<file path="src/rtl/dest_reader_if.sv">
// Handshake bundle between dest_reader, the two destination FIFOs and the downstream consumer.
interface dest_reader_if #(parameter int BW = 6);
   logic          D0_empty;
   logic          D1_empty;
   logic [BW-1:0] D0_data_out;
   logic [BW-1:0] D1_data_out;
   logic          D0_rd;
   logic          D1_rd;
   logic          out_valid;
   logic          out_ready;
   logic [BW-1:0] out_data;
   logic          out_dest;

   modport master (
      output D0_empty, D1_empty, D0_data_out, D1_data_out, out_ready,
      input  D0_rd, D1_rd, out_valid, out_data, out_dest
   );

   modport slave (
      input  D0_empty, D1_empty, D0_data_out, D1_data_out, out_ready,
      output D0_rd, D1_rd, out_valid, out_data, out_dest
   );
endinterface

</file>
<file path="src/rtl/dest_reader.sv">
// Round-robin reader for two destination FIFOs feeding a 2-entry output buffer.
// Reads return one cycle after the pop; the buffer never overflows because reads in flight are reserved space.
module dest_reader #(
   parameter int BW = 6
) (
   input  logic       clk,
   input  logic       reset_L,
   input  logic       enable,
   dest_reader_if.slave bus,
   output logic [7:0] cnt_D0,
   output logic [7:0] cnt_D1,
   output logic       busy
);

   localparam logic [1:0] IDLE    = 2'b00;
   localparam logic [1:0] READING = 2'b01;
   localparam logic [1:0] HOLD    = 2'b10;

   logic [BW:0] mem_r [2];
   logic        wr_ptr_r;
   logic        rd_ptr_r;
   logic [1:0]  count_r;
   logic        inflight_r;
   logic        inflight_dest_r;
   logic        rr_r;
   logic [1:0]  state_r;
   logic [7:0]  cnt_d0_r;
   logic [7:0]  cnt_d1_r;

   logic        out_valid_s;
   logic        pop_s;
   logic [2:0]  occ_s;
   logic        has_space_s;
   logic        sel_s;
   logic        issue_s;
   logic [1:0]  count_next_s;
   logic [BW:0] wr_entry_s;
   logic [BW:0] head_s;
   logic [1:0]  state_next_s;

   assign out_valid_s  = (count_r != 2'd0);
   assign pop_s        = out_valid_s & bus.out_ready;
   // Space is judged after this cycle's pop so a steady stream can sustain one read per cycle.
   assign occ_s        = {1'b0, count_r} + {2'b00, inflight_r} - {2'b00, pop_s};
   assign has_space_s  = (occ_s < 3'd2);
   assign count_next_s = count_r + {1'b0, inflight_r} - {1'b0, pop_s};
   assign wr_entry_s   = {inflight_dest_r, (inflight_dest_r ? bus.D1_data_out : bus.D0_data_out)};
   assign head_s       = mem_r[rd_ptr_r];

   assign bus.D0_rd     = issue_s & ~sel_s;
   assign bus.D1_rd     = issue_s & sel_s;
   assign bus.out_valid = out_valid_s;
   assign bus.out_data  = out_valid_s ? head_s[BW-1:0] : {BW{1'b0}};
   assign bus.out_dest  = out_valid_s ? head_s[BW] : 1'b0;
   assign cnt_D0        = cnt_d0_r;
   assign cnt_D1        = cnt_d1_r;
   assign busy          = (state_r != IDLE);

   // Arbitration: pick the FIFO to read and decide whether a read may issue.
   always_comb begin
      sel_s   = rr_r;
      issue_s = 1'b0;
      if (!bus.D0_empty && !bus.D1_empty) begin
         sel_s = rr_r;
      end else if (!bus.D0_empty) begin
         sel_s = 1'b0;
      end else begin
         sel_s = 1'b1;
      end
      if (reset_L && enable && has_space_s && (!bus.D0_empty || !bus.D1_empty)) begin
         issue_s = 1'b1;
      end else begin
         issue_s = 1'b0;
      end
   end

   // Next FSM state from the post-issue, post-return view of the datapath.
   always_comb begin
      state_next_s = IDLE;
      if (issue_s) begin
         state_next_s = READING;
      end else if (count_next_s != 2'd0) begin
         state_next_s = HOLD;
      end else begin
         state_next_s = IDLE;
      end
   end

   // Output buffer storage and pointers.
   always_ff @(posedge clk or negedge reset_L) begin
      if (!reset_L) begin
         for (int i = 0; i < 2; i++) begin
            mem_r[i] <= {(BW+1){1'b0}};
         end
         wr_ptr_r <= 1'b0;
         rd_ptr_r <= 1'b0;
         count_r  <= 2'd0;
      end else begin
         if (inflight_r) begin
            mem_r[wr_ptr_r] <= wr_entry_s;
            wr_ptr_r        <= ~wr_ptr_r;
         end
         if (pop_s) begin
            rd_ptr_r <= ~rd_ptr_r;
         end
         count_r <= count_next_s;
      end
   end

   // In-flight read tracking and round-robin pointer.
   always_ff @(posedge clk or negedge reset_L) begin
      if (!reset_L) begin
         inflight_r      <= 1'b0;
         inflight_dest_r <= 1'b0;
         rr_r            <= 1'b0;
      end else begin
         inflight_r <= issue_s;
         if (issue_s) begin
            inflight_dest_r <= sel_s;
            rr_r            <= ~sel_s;
         end
      end
   end

   // Delivered-word counters, wrapping modulo 256.
   always_ff @(posedge clk or negedge reset_L) begin
      if (!reset_L) begin
         cnt_d0_r <= 8'd0;
         cnt_d1_r <= 8'd0;
      end else if (pop_s) begin
         if (head_s[BW]) begin
            cnt_d1_r <= cnt_d1_r + 8'd1;
         end else begin
            cnt_d0_r <= cnt_d0_r + 8'd1;
         end
      end
   end

   // FSM state register.
   always_ff @(posedge clk or negedge reset_L) begin
      if (!reset_L) begin
         state_r <= IDLE;
      end else begin
         state_r <= state_next_s;
      end
   end

endmodule

</file>
<file path="src/flat_wrapper.sv">
// flat-port wrapper written by rule: the top's interface ports become plain ports
module dest_reader_flat 
#(
   parameter int BW = 6
)
  (clk, reset_L, enable, cnt_D0, cnt_D1, busy, bus_D0_empty, bus_D1_empty, bus_D0_data_out, bus_D1_data_out, bus_out_ready, bus_D0_rd, bus_D1_rd, bus_out_valid, bus_out_data, bus_out_dest);
  dest_reader_if #(.BW(BW)) bus_i ();
  input  logic clk;
  input  logic reset_L;
  input  logic enable;
  output logic [7:0] cnt_D0;
  output logic [7:0] cnt_D1;
  output logic busy;
  input wire logic [$bits(bus_i.D0_empty)-1:0] bus_D0_empty;
  input wire logic [$bits(bus_i.D1_empty)-1:0] bus_D1_empty;
  input wire logic [$bits(bus_i.D0_data_out)-1:0] bus_D0_data_out;
  input wire logic [$bits(bus_i.D1_data_out)-1:0] bus_D1_data_out;
  input wire logic [$bits(bus_i.out_ready)-1:0] bus_out_ready;
  output wire logic [$bits(bus_i.D0_rd)-1:0] bus_D0_rd;
  output wire logic [$bits(bus_i.D1_rd)-1:0] bus_D1_rd;
  output wire logic [$bits(bus_i.out_valid)-1:0] bus_out_valid;
  output wire logic [$bits(bus_i.out_data)-1:0] bus_out_data;
  output wire logic [$bits(bus_i.out_dest)-1:0] bus_out_dest;
  assign bus_i.D0_empty = bus_D0_empty;
  assign bus_i.D1_empty = bus_D1_empty;
  assign bus_i.D0_data_out = bus_D0_data_out;
  assign bus_i.D1_data_out = bus_D1_data_out;
  assign bus_i.out_ready = bus_out_ready;
  assign bus_D0_rd = bus_i.D0_rd;
  assign bus_D1_rd = bus_i.D1_rd;
  assign bus_out_valid = bus_i.out_valid;
  assign bus_out_data = bus_i.out_data;
  assign bus_out_dest = bus_i.out_dest;
  dest_reader #(.BW(BW)) u_core (.clk(clk), .reset_L(reset_L), .enable(enable), .bus(bus_i), .cnt_D0(cnt_D0), .cnt_D1(cnt_D1), .busy(busy));
endmodule
</file>
<file path="config.mk">
export PLATFORM = sky130hd
export DESIGN_NAME = dest_reader_flat
export DESIGN_NICKNAME = d
export VERILOG_FILES = /design/src/rtl/dest_reader_if.sv /design/src/rtl/dest_reader.sv /design/src/flat_wrapper.sv
export SDC_FILE = /design/constraint.sdc
export NUM_CORES = 1
export LEC_CHECK = 0
export BUFFER_PORTS_ARGS = -buffer_cell sky130_fd_sc_hd__buf_2
export CAP_MARGIN = 40
export CORE_MARGIN = 4
export CORE_UTILIZATION = 50
export DETAILED_ROUTE_END_ITERATION = 7
export PLACE_DENSITY = 0.84
export SLEW_MARGIN = 5
export SYNTH_ARGS = -nofsm -noshare
export SYNTH_HDL_FRONTEND = slang
export SYNTH_SLANG_ARGS = --single-unit
</file>
<file path="constraint.sdc">
create_clock -name clk -period 7.05 [get_ports clk]
set_input_delay 1.0575 -clock clk [delete_from_list [all_inputs] [get_ports clk]]
set_output_delay 1.0575 -clock clk [all_outputs]
set_load 0.03 [all_outputs]
</file>
# Yosys cells after proc, flatten, opt, wreduce, memory -nomap -nowiden

Cells that the tools add are included.

Register bits after elaboration: 39
Input port bits: 18

Bitwise logic cells: 9
Muxes and demuxes: 14
Magnitude comparators: 4
Reductions and logical operators: 13
Add/sub/neg operators: 6

Operator list:

| kind                  | count |
|---|---|
| $mux W7               | 4 |
| $add A8 B1 Y8 const B | 2 |
| $bwmux W14            | 1 |
| $mux W6               | 2 |
| $demux W7 S1          | 1 |
| $reduce_bool A2 Y1    | 3 |
| $logic_and A1 B1 Y1   | 5 |
| $ge A2 B2 Y1 const B  | 2 |
| $mux W1               | 4 |
| $mux W2               | 2 |
| $not A1 Y1            | 4 |
| $not A1 Y2            | 2 |
| $reduce_and A2 Y1     | 2 |
| $add A2 B1 Y3         | 1 |
| $and A1 B1 Y1         | 3 |
| $lt A3 B2 Y1 const B  | 1 |
| $sub A3 B1 Y3         | 1 |
| $add A2 B1 Y2         | 1 |
| $logic_not A1 Y1      | 2 |
| $lt A2 B1 Y1 const B  | 1 |
| $sub A2 B1 Y2         | 1 |
| $logic_or A1 B1 Y1    | 1 |

# Depth between registers and ports, before layout

Gate-level depths: netlist of the first run.

Word-level depth: 8
Gate-level depth with buffers: 9
Mapped depth without buffers: 9

# Worst setup path after synthesis of the first run

No wires, ideal clock.

Path type: input port to output port
Start: input bus_out_ready
End: output bus_D0_rd
Arrival: 3.365 ns
Setup slack: 2.628 ns
Cell stages on the path: 8
Path through: o21ai_2 -> inv_2 -> ha_1 -> inv_1 -> ha_1 -> fa_1 -> nand3b_1 -> a2111oi_2

Longest elaborated chain between the ends: 7

RTL lines:

| item                             | line               | text |
|---|---|---|
| from (decl)                      | flat_wrapper.sv:18 | `input wire logic [$bits(bus_i.out_ready)-1:0] bus_out_ready;` |
| $and A1 B1 Y1                    | dest_reader.sv:42  | `assign pop_s = out_valid_s & bus.out_ready;` |
| net u_core.pop_s                 | dest_reader.sv:31  | `logic pop_s;` |
| $sub A3 B1 Y3                    | dest_reader.sv:44  | `assign occ_s = {1'b0, count_r} + {2'b00, inflight_r} - {2'b00, pop_s};` |
| $lt A3 B2 Y1                     | dest_reader.sv:45  | `assign has_space_s = (occ_s < 3'd2);` |
| $logic_and A1 B1 Y1 (2 in a row) | dest_reader.sv:70  | `if (reset_L && enable && has_space_s && (!bus.D0_empty \|\| !bus.D1_empty)) begin` |
| $mux W1                          | dest_reader.sv:70  |  |
| $and A1 B1 Y1                    | dest_reader.sv:50  | `assign bus.D0_rd = issue_s & ~sel_s;` |
| to (decl)                        | flat_wrapper.sv:19 | `output wire logic [$bits(bus_i.D0_rd)-1:0] bus_D0_rd;` |

The timed path passes the listed nets, and every way through them passes these cells.

# Worst setup path in the final report of the first run

Same ends and word-level chain as after synthesis.

==> flow_summary.ini, run 1 <==
[route]
wire_per_inst_um = 12.8
drt-pass1-iter-count = 4
drc_errors = 0
viasPerCell = 5.22
drt_wl_total_um = 3260
antenna_left = 0
vias = 1325
drt-initial-drc-count = 47

[clocking]
clk_pin_slew_ns = 0.10
cts_max_path_buffers = 2
clock-root-buffer = clkbuf_4
htreeDepth = 2
cts_buffers = 5
cts_hold_buf = 0
clock-sinks = 38
clk_latency_ns = 0.33
cts_tree = yes
cts_resized = 0
post-cts-setup-buffer-count = 0

[sta]
fmax_ghz = 0.220
relSlewSlack_pct = 46.1
period_share_pct = 64.6
hold-worst-slack_ns = 0.476
finalHoldViolCount = 0
worst_slew_pin_slew_ns = 0.809
fin_crit_ns = 4.55
skew_ns = 0.00823
layout_setup_ws_ns = 2.50
setup_tns_ns = 0
setup_viol = 0
rsz0062_at_grt = false
slew_violations = 0

[logic_synthesis]
ys_ff_latch = 38
yosys_warnings = 0
syn_avg_cell_area_um2 = 11.2
synthMuxAreaShare_pct = 10.5
synth-compound-area-share_pct = 6.74
synth_fa_ha_area_share_pct = 3.85
yosysUniqueCellTypes = 34
synth_nets = 185
synth_sequential_area_ratio_pct = 52.3
synth_top_family_by_area = simple AND/OR/NAND/NOR gates
syn_area_mm2 = 0.00182
synth_xor_area_share_pct = 8.19
netlist_instances = 162
yosys.area_share.simple_pct = 15.3

[global_routing]
grt_antenna_before_repair = 0
grt_first_pass_wirelength_um = 5620
grt_usage_pct = 16.5
grt_pass1_vias = 1261
grt_max_degree = 40
grt.overflow.total = 0

[floorplanning]
core_region_area_mm2 = 0.00342
dieHeight_um = 68.3
dieArea_mm2 = 0.00466
die_x_um = 68.3
io_pins = 45
row_count = 21
start_util_pct = 53.2

[min_path]
whs_path_depth = 1
min_path_type = reg -> reg

[job]
cap_violations = 0

[power_and_ir_drop]
power_density_mw_per_mm2 = 474
peakVddDrop_uv = 231
cellLeakagePower_nw = 1.09

[place]
pre_cts_slack_ns = 2.51
io_buffers = 44
gp_routability_congestion = 0.763
dp_hpwl_um = 2490

[setup_path]
end_kind = primary output
cp_data_arrival_time_ns = 3.49
cp.required_ns = 5.99
crit_fanout = 9
r2r_cells = 9
crit_type = in -> out
start_kind = primary input

[cells_and_area]
multi_input_area_um2 = 811
fin_util_pct = 62.2
layout.nets = 232
syn2layout_area_growth_pct = 16.9
fillers = 294
drive_above_1_share_pct = 29.3
seq_area_um2 = 951
diodes = 0

[outcome]
status = finished, final reports clean
-- metrics by stage --
step | instances | cell area, um2 | total power [W]
2_1_floorplan | 162 | 1820 | 0.000777
3_3_place_gp | 248 | 2070 | 0.000897
3_5_place_dp | 248 | 2070 | 0.000911
4_1_cts | 254 | 2120 | 0.00102
5_1_grt | 254 | 2120 | 0.00109
6_report | 254 | 2120 | 0.00101
-- where the power goes --
part | leakage [nW] | total [W] | switching, W | internal [W]
sequential | 0.458 | 0.000406 | 0.0000996 | 0.000306
combinational | 0.599 | 0.000493 | 0.000307 | 0.000186
clock | 0.0302 | 0.000108 | 0.0000628 | 0.0000449
-- registers in the layout, indices dropped and copies added, names as in the netlist --
signal and flops:
u_core.wr_ptr_r 1, u_core.rd_ptr_r 1, u_core.rr_r 1, u_core.inflight_dest_r 1
u_core.count_r 2, u_core.mem_r 14, u_core.state_r 2, u_core.cnt_D1 8
u_core.cnt_D0 8
-- path summary, 6_finish.rpt --
kind                                   startpoint                     end  slack, ns
min in group asynchronous                 reset_L        u_core.cnt_D1[7]       0.80
worst max-delay path                bus_out_ready               bus_D0_rd       2.50
worst max register to register  u_core.count_r[1]  u_core.inflight_dest_r       4.15
worst min register to register   u_core.cnt_D0[7]        u_core.cnt_D0[7]       0.48
worst min-delay path             u_core.cnt_D0[7]        u_core.cnt_D0[7]       0.48
max in group asynchronous                 reset_L             u_core.rr_r       5.73
-- critical path, stage by stage --
cell and delay, ns:
buf_2 0.11, o21ai_2 0.17, inv_2 0.18, ha_1 0.32
inv_1 0.04, ha_1 0.18, fa_1 0.47, nand3b_1 0.21
a2111oi_2 0.48, buf_2 0.28
-- cell type report --
cell class                 count  share of cell area (%)
sequential                    38                    44.8
multi-input combinational    111                    38.2
timing repair buffer          44                    10.4
tap                           46                    2.71
clock buffer                   6                    2.41
inverter                       9                    1.59
-- metal layers --
metal / part of all wire [%] / vias to the layer above / track usage, %
li1: - / 654 / -
met1: 44 / 635 / 21.5
met2: 49 / 31 / 25.6
met3: 6.6 / 5 / 4.27
met4: 1.1 / 0 / 7.44
met5: 0 / - / 0
-- cell families (layout without fill, tap and decap cells) --
| kind of cell | Yosys count | count (layout) |
|---|---|---|
| buffers and inverters | 13 | 59 |
| DFF | 38 | 38 |
| adders and majority gates | 5 | 5 |
| muxes | 17 | 17 |
| AOI/OAI and AO/OA | 20 | 20 |
| xor gates and xnor gates | 17 | 17 |
| and+or+nand+nor | 52 | 52 |
-- Yosys cell counts --
cell	number	area, um2
clkbuf_1	2	7.51
dfrtp_1	38	951
inv_1	8	30.0
or2_2	1	6.26
nand3_1	6	30.0
o21ai_2	1	8.76
a21oi_1	8	40.0
nand2_1	9	33.8
xor2_1	7	61.3
mux2i_1	12	120
ha_1	4	50.1
xnor2_1	10	87.6
o21ai_0	7	35.0
nor2_1	17	63.8
mux2_2	3	33.8
a21o_1	1	7.51
nand4_1	6	37.5
mux2i_4	1	22.5
and4_1	2	17.5
nand3b_1	1	7.51
inv_2	1	3.75
and2_1	3	18.8
nor4_2	1	12.5
buf_6	1	11.3
mux2_4	1	15.0
nor3_1	2	10.0
buf_1	1	3.75
o21a_1	1	7.51
and3_1	2	12.5
a211o_1	1	8.76
nor4_4	1	21.3
nand2b_1	1	6.26
a2111oi_2	1	15.0
fa_1	1	20.0
-- placed cells by master (no fill, tap or decap), drive strengths merged --
master and count:
nand3 6, or2 1, o21a 1, and3 2, and2 3, nand2 9
nand3b 1, nand4 6, clkbuf 6, ha 4, nor2 17, mux2i 13
a21oi 8, and4 2, xnor2 10, a211o 1, nor4 2, buf 44
a21o 1, nor3 2, a2111oi 1, inv 9, dfrtp 38, nand2b 1
xor2 7, mux2 4, o21ai 8, fa 1
(Power assumes the default switching activity.)
==> run 2: changes to the inputs <==
- clock period: 7.05 -> 4.45 ns (I/O delays scaled with it)
==> run 2 against run 1 <==
Total power up 60%. Combinational power grew 59%. Hold slack got worse by 0.063 ns. Global-route usage is 0.46 points higher. Sequential power rose by 59%. Sequential share of layout area shrank 0.34 points. Critical endpoint unchanged. Clock skew about the same. Register-to-register slack worse by 2.6 ns. Design area increased by 0.77%.
==> flow_summary.ini, run 2 (synthesis gave the netlist of run 1 again) <==
[outcome]
status = finished, final reports clean

[clocking]
cts_resized = 0
post-cts-setup-buffer-count = 0
clock-root-buffer = clkbuf_4
cts_buffers = 5
cts_max_path_buffers = 2
clk_pin_slew_ns = 0.11
clk_latency_ns = 0.34
cts_hold_buf = 0
cts_tree = yes
clock-sinks = 38
htreeDepth = 2

[cells_and_area]
layout.nets = 233
syn2layout_area_growth_pct = 17.8
drive_above_1_share_pct = 29.9
largest_reg_flops = 14
diodes = 0
layout_commonest_cell = buf_2
final_cell_mix = buf_2 (44), dfrtp_1 (38), nor2_1 (17), mux2i_1 (12), xnor2_1 (10)
largest-register = u_core.mem_r
post-route-cell-area_mm2 = 0.00214

[setup_path]
crit_fanout = 9
start_kind = flop
worstSetupStartpoint = u_core.count_r[1]
cp.required_ns = 3.78
crit_type = reg -> out
r2r_start = u_core.count_r[1]
end_kind = primary output
cp_data_arrival_time_ns = 3.28

[floorplanning]
io_pins = 45
core_region_area_mm2 = 0.00342
die_x_um = 68.3
dieArea_mm2 = 0.00466
dieHeight_um = 68.3
start_util_pct = 53.2
row_count = 21

[power_and_ir_drop]
cellLeakagePower_nw = 1.10
sw_frac_of_total_pct = 46.9
total_power_w = 0.00161
peakVddDrop_uv = 394
power_density_mw_per_mm2 = 752
p_int_w = 0.000855
p_clk_share_pct = 11.2
pwr-share-seq_pct = 40.0
switchingPower_w = 0.000754
power_frac_comb_pct = 48.8

[sta]
slew_violations = 0
worst_slew_pin_slew_ns = 0.577
setup_viol = 0
relSlewSlack_pct = 61.4
skew_ns = 0.00840
period_share_pct = 88.7
finalHoldViolCount = 0
fmax_ghz = 0.253
setup_tns_ns = 0
rsz0062_at_grt = false
fin_crit_ns = 3.95
hold-worst-slack_ns = 0.413

[global_routing]
grt_antenna_before_repair = 0
grt_usage_pct = 16.9
grt_first_pass_wirelength_um = 5690
grt.overflow.total = 0
grt_max_degree = 39
grt_pass1_vias = 1283

[route]
wire_per_inst_um = 13.1
vias = 1321
antenna_left = 0
drt_wl_total_um = 3360
drt-pass1-iter-count = 4
viasPerCell = 5.14
drc_errors = 0
drt-initial-drc-count = 53

[place]
gp_routability_congestion = 0.806
io_buffers = 44
placement.cell_area_mm2 = 0.00208
dp_hpwl_um = 2580

[job]
cap_violations = 0

[min_path]
min_path_type = in -> async
==> run 2: power by group through the flow <==
stage               Sequential (W)  Clock (W)  Combinational [W]
finish                    0.000644   0.000181           0.000785
global route              0.000671   0.000201           0.000870
CTS                       0.000645   0.000190           0.000801
detailed placement        0.000651          0           0.000796
global placement          0.000644          0           0.000778
floorplan                 0.000680          0           0.000552
==> run 2: cell type report <==
cell class / count / area (um2)
clock buffers: 7 / 55.1
clock inverters: 1 / 5.00
fillers: 294 / 1270
inverters: 9 / 33.8
multi-input cells: 111 / 811
flip-flops and latches: 38 / 951
well taps: 46 / 57.6
repair buffers: 45 / 228
==> run 2: worst max-delay path: stages, from the launching register on <==
cell and delay [ns]:
dfrtp_1 0.43, o21ai_2 0.40, inv_2 0.18, ha_1 0.32
inv_1 0.04, ha_1 0.18, fa_1 0.48, nand3b_1 0.21
a2111oi_2 0.44, buf_2 0.27
==> run 2: per-layer routing <==
metal / GRT usage [%] / wire [um] / up-vias
met4: 7.94 / 68 / 0
met5: 0 / 0 / -
met2: 27.9 / 1680 / 29
met3: 5.25 / 196 / 8
met1: 20.1 / 1410 / 631
li1: - / - / 653
==> run 2: worst paths after layout <==
| path | to | slack (ns) | cells after the start |
|---|---|---|---|
| max in group asynchronous | u_core.count_r[1] | 3.72 | 2 |
| worst min register to register | u_core.cnt_D0[7] | 0.48 | 1 |
| worst max-delay path | bus_D0_rd | 0.50 | 9 |
| min in group clk | u_core.cnt_D0[7] | 0.48 | 1 |
| worst max register to register | u_core.inflight_dest_r | 1.58 | 9 |
| worst min-delay path | u_core.mem_r[11] | 0.41 | 2 |
==> run 2: per-stage QoR <==
stage	worst slack [ns]	std cells	utilization, %
CTS	0.483	257	62.7
finish	0.502	257	62.7
global route	0.259	257	62.7
floorplan	0.808	162	-
global placement	0.766	249	60.9
detailed placement	0.709	249	60.9
==> run 3: changes to the inputs <==
- CORE_UTILIZATION: 50 -> 25
- PLACE_DENSITY: 0.84 -> 0.52
==> run 3 against run 2 <==
Critical path depth stayed put. Non-clock buffer count stayed put. Clock power up 21%. Clock skew down 0.0044 ns. Sequential share of layout area down 1.6 points. Utilization is 31 points lower. Largest power group unchanged.
==> flow_summary.ini, run 3 (synthesis gave the netlist of run 1 again) <==
[cells_and_area]
layout_commonest_cell = buf_2
multi_input_area_um2 = 811
seq_area_um2 = 951
largest-register = u_core.mem_r
syn2layout_area_growth_pct = 22.1
fin_cells = 306
fillers = 748
final_cell_mix = buf_2 (44), dfrtp_1 (38), nor2_1 (17), mux2i_1 (12), xnor2_1 (10)
diodes = 0
layout.nets = 233
largest_reg_flops = 14
drive_above_1_share_pct = 29.0

[place]
dp_hpwl_um = 2890
post-place-cells = 299
gp_routability_congestion = 0.741
io_buffers = 44

[clocking]
cts_tree = yes
clock-root-buffer = clkbuf_8
clk_pin_slew_ns = 0.07
post-cts-setup-buffer-count = 0
cts_max_path_buffers = 2
cts_hold_buf = 0
cts_buffers = 5
cts_resized = 0
clock-sinks = 38
htreeDepth = 2
clk_latency_ns = 0.29

[setup_path]
start_kind = flop
end_kind = primary output
cp_data_arrival_time_ns = 3.29
crit_type = reg -> out
cp.required_ns = 3.78
crit_fanout = 9

[floorplanning]
row_count = 30
io_pins = 45
dieHeight_um = 93.3
dieArea_mm2 = 0.00870
core_region_area_mm2 = 0.00694
start_util_pct = 26.2
die_x_um = 93.3

[route]
vias = 1299
route.met2.wl_um = 1820
drt_wl_total_um = 3940
top_layer = met4
drt-pass1-iter-count = 3
viasPerCell = 4.25
drc_errors = 0
wire_per_inst_um = 12.9
met1_length_um = 1860
antenna_left = 0
drt-initial-drc-count = 59
met3_length_um = 200

[power_and_ir_drop]
p_int_w = 0.000888
sw_frac_of_total_pct = 46.4
power_density_mw_per_mm2 = 746
switchingPower_w = 0.000767
pwr-share-seq_pct = 39.1
p_clk_share_pct = 13.2
peakVddDrop_uv = 204
cellLeakagePower_nw = 1.10
power_frac_comb_pct = 47.6

[sta]
relSlewSlack_pct = 55.7
finalHoldViolCount = 0
period_share_pct = 88.8
setup_tns_ns = 0
setup_viol = 0
fmax_ghz = 0.253
rsz0062_at_grt = false
slew_violations = 0
fin_crit_ns = 3.95
worst_slew_pin_slew_ns = 0.663
skew_ns = 0.00397

[outcome]
status = finished, final reports clean

[global_routing]
grt_antenna_before_repair = 0
grt.overflow.total = 0
grt_max_degree = 39
grt_pass1_vias = 1381
grt_usage_pct = 9.97
grt_first_pass_wirelength_um = 6690

[min_path]
min_path_type = reg -> reg

[job]
cap_violations = 0
==> run 3: cell count changes in the layout (fill, tap and decap cells not counted) <==
cell      delta
clkbuf_8     +4
clkbuf_4     -5
clkinv_2     -1
clkbuf_1     +1
==> run 3: critical path, cell delays in order (launching register included) <==
cell	delay, ns
dfrtp_1	0.43
o21ai_2	0.40
inv_2	0.19
ha_1	0.33
inv_1	0.04
ha_1	0.18
fa_1	0.49
nand3b_1	0.22
a2111oi_2	0.46
buf_2	0.28
==> run 3: power by group through the flow <==
| stage | Sequential [W] | Clock [W] | Combinational [W] |
|---|---|---|---|
| 2_1_floorplan | 0.000680 | 0 | 0.000552 |
| 3_3_place_gp | 0.000657 | 0 | 0.000792 |
| 3_5_place_dp | 0.000662 | 0 | 0.000800 |
| 4_1_cts | 0.000656 | 0.000231 | 0.000803 |
| 5_1_grt | 0.000676 | 0.000244 | 0.000876 |
| 6_report | 0.000648 | 0.000219 | 0.000788 |
==> run 3: through the flow <==
step | total power, W | utilization [%] | hold slack, ns | area (um2) | worst slack [ns]
after floorplan | 0.00123 | - | 0.372 | 1820 | 0.808
after detailed placement | 0.00146 | 30.9 | 0.468 | 2140 | 0.660
after global placement | 0.00145 | 30.9 | 0.458 | 2140 | 0.729
after global routing | 0.00180 | 32.0 | 0.498 | 2220 | 0.261
final | 0.00165 | 32.0 | 0.471 | 2220 | 0.497
after CTS | 0.00169 | 32.0 | 0.477 | 2220 | 0.481
==> run 3: path summary, 6_finish.rpt <==
path | cells after the start | slack [ns] | start | endpoint
min in group asynchronous | 2 | 0.49 | reset_L | u_core.cnt_D0[5]
setup reg to reg | 9 | 1.52 | u_core.count_r[1] | u_core.inflight_dest_r
hold reg to reg | 1 | 0.47 | u_core.cnt_D1[7] | u_core.cnt_D1[7]
hold / removal | 1 | 0.47 | u_core.cnt_D1[7] | u_core.cnt_D1[7]
max in group asynchronous | 2 | 3.61 | reset_L | u_core.mem_r[8]
setup / recovery | 9 | 0.50 | u_core.count_r[1] | bus_D0_rd
==> run 3: cell type report <==
type                            instances  share of cell area, %
Clock buffer                            7                   3.44
Multi-Input combinational cell        111                   36.5
Timing Repair Buffer                   45                   10.3
Sequential cell                        38                   42.8
Tap cell                               96                   5.41
Inverter                                9                   1.52
==> run 3: per-layer routing <==
metal	vias up	GRT usage [%]
li1	651	-
met3	7	3.54
met2	25	15.5
met1	616	12.9
met4	0	3.30
met5	-	0
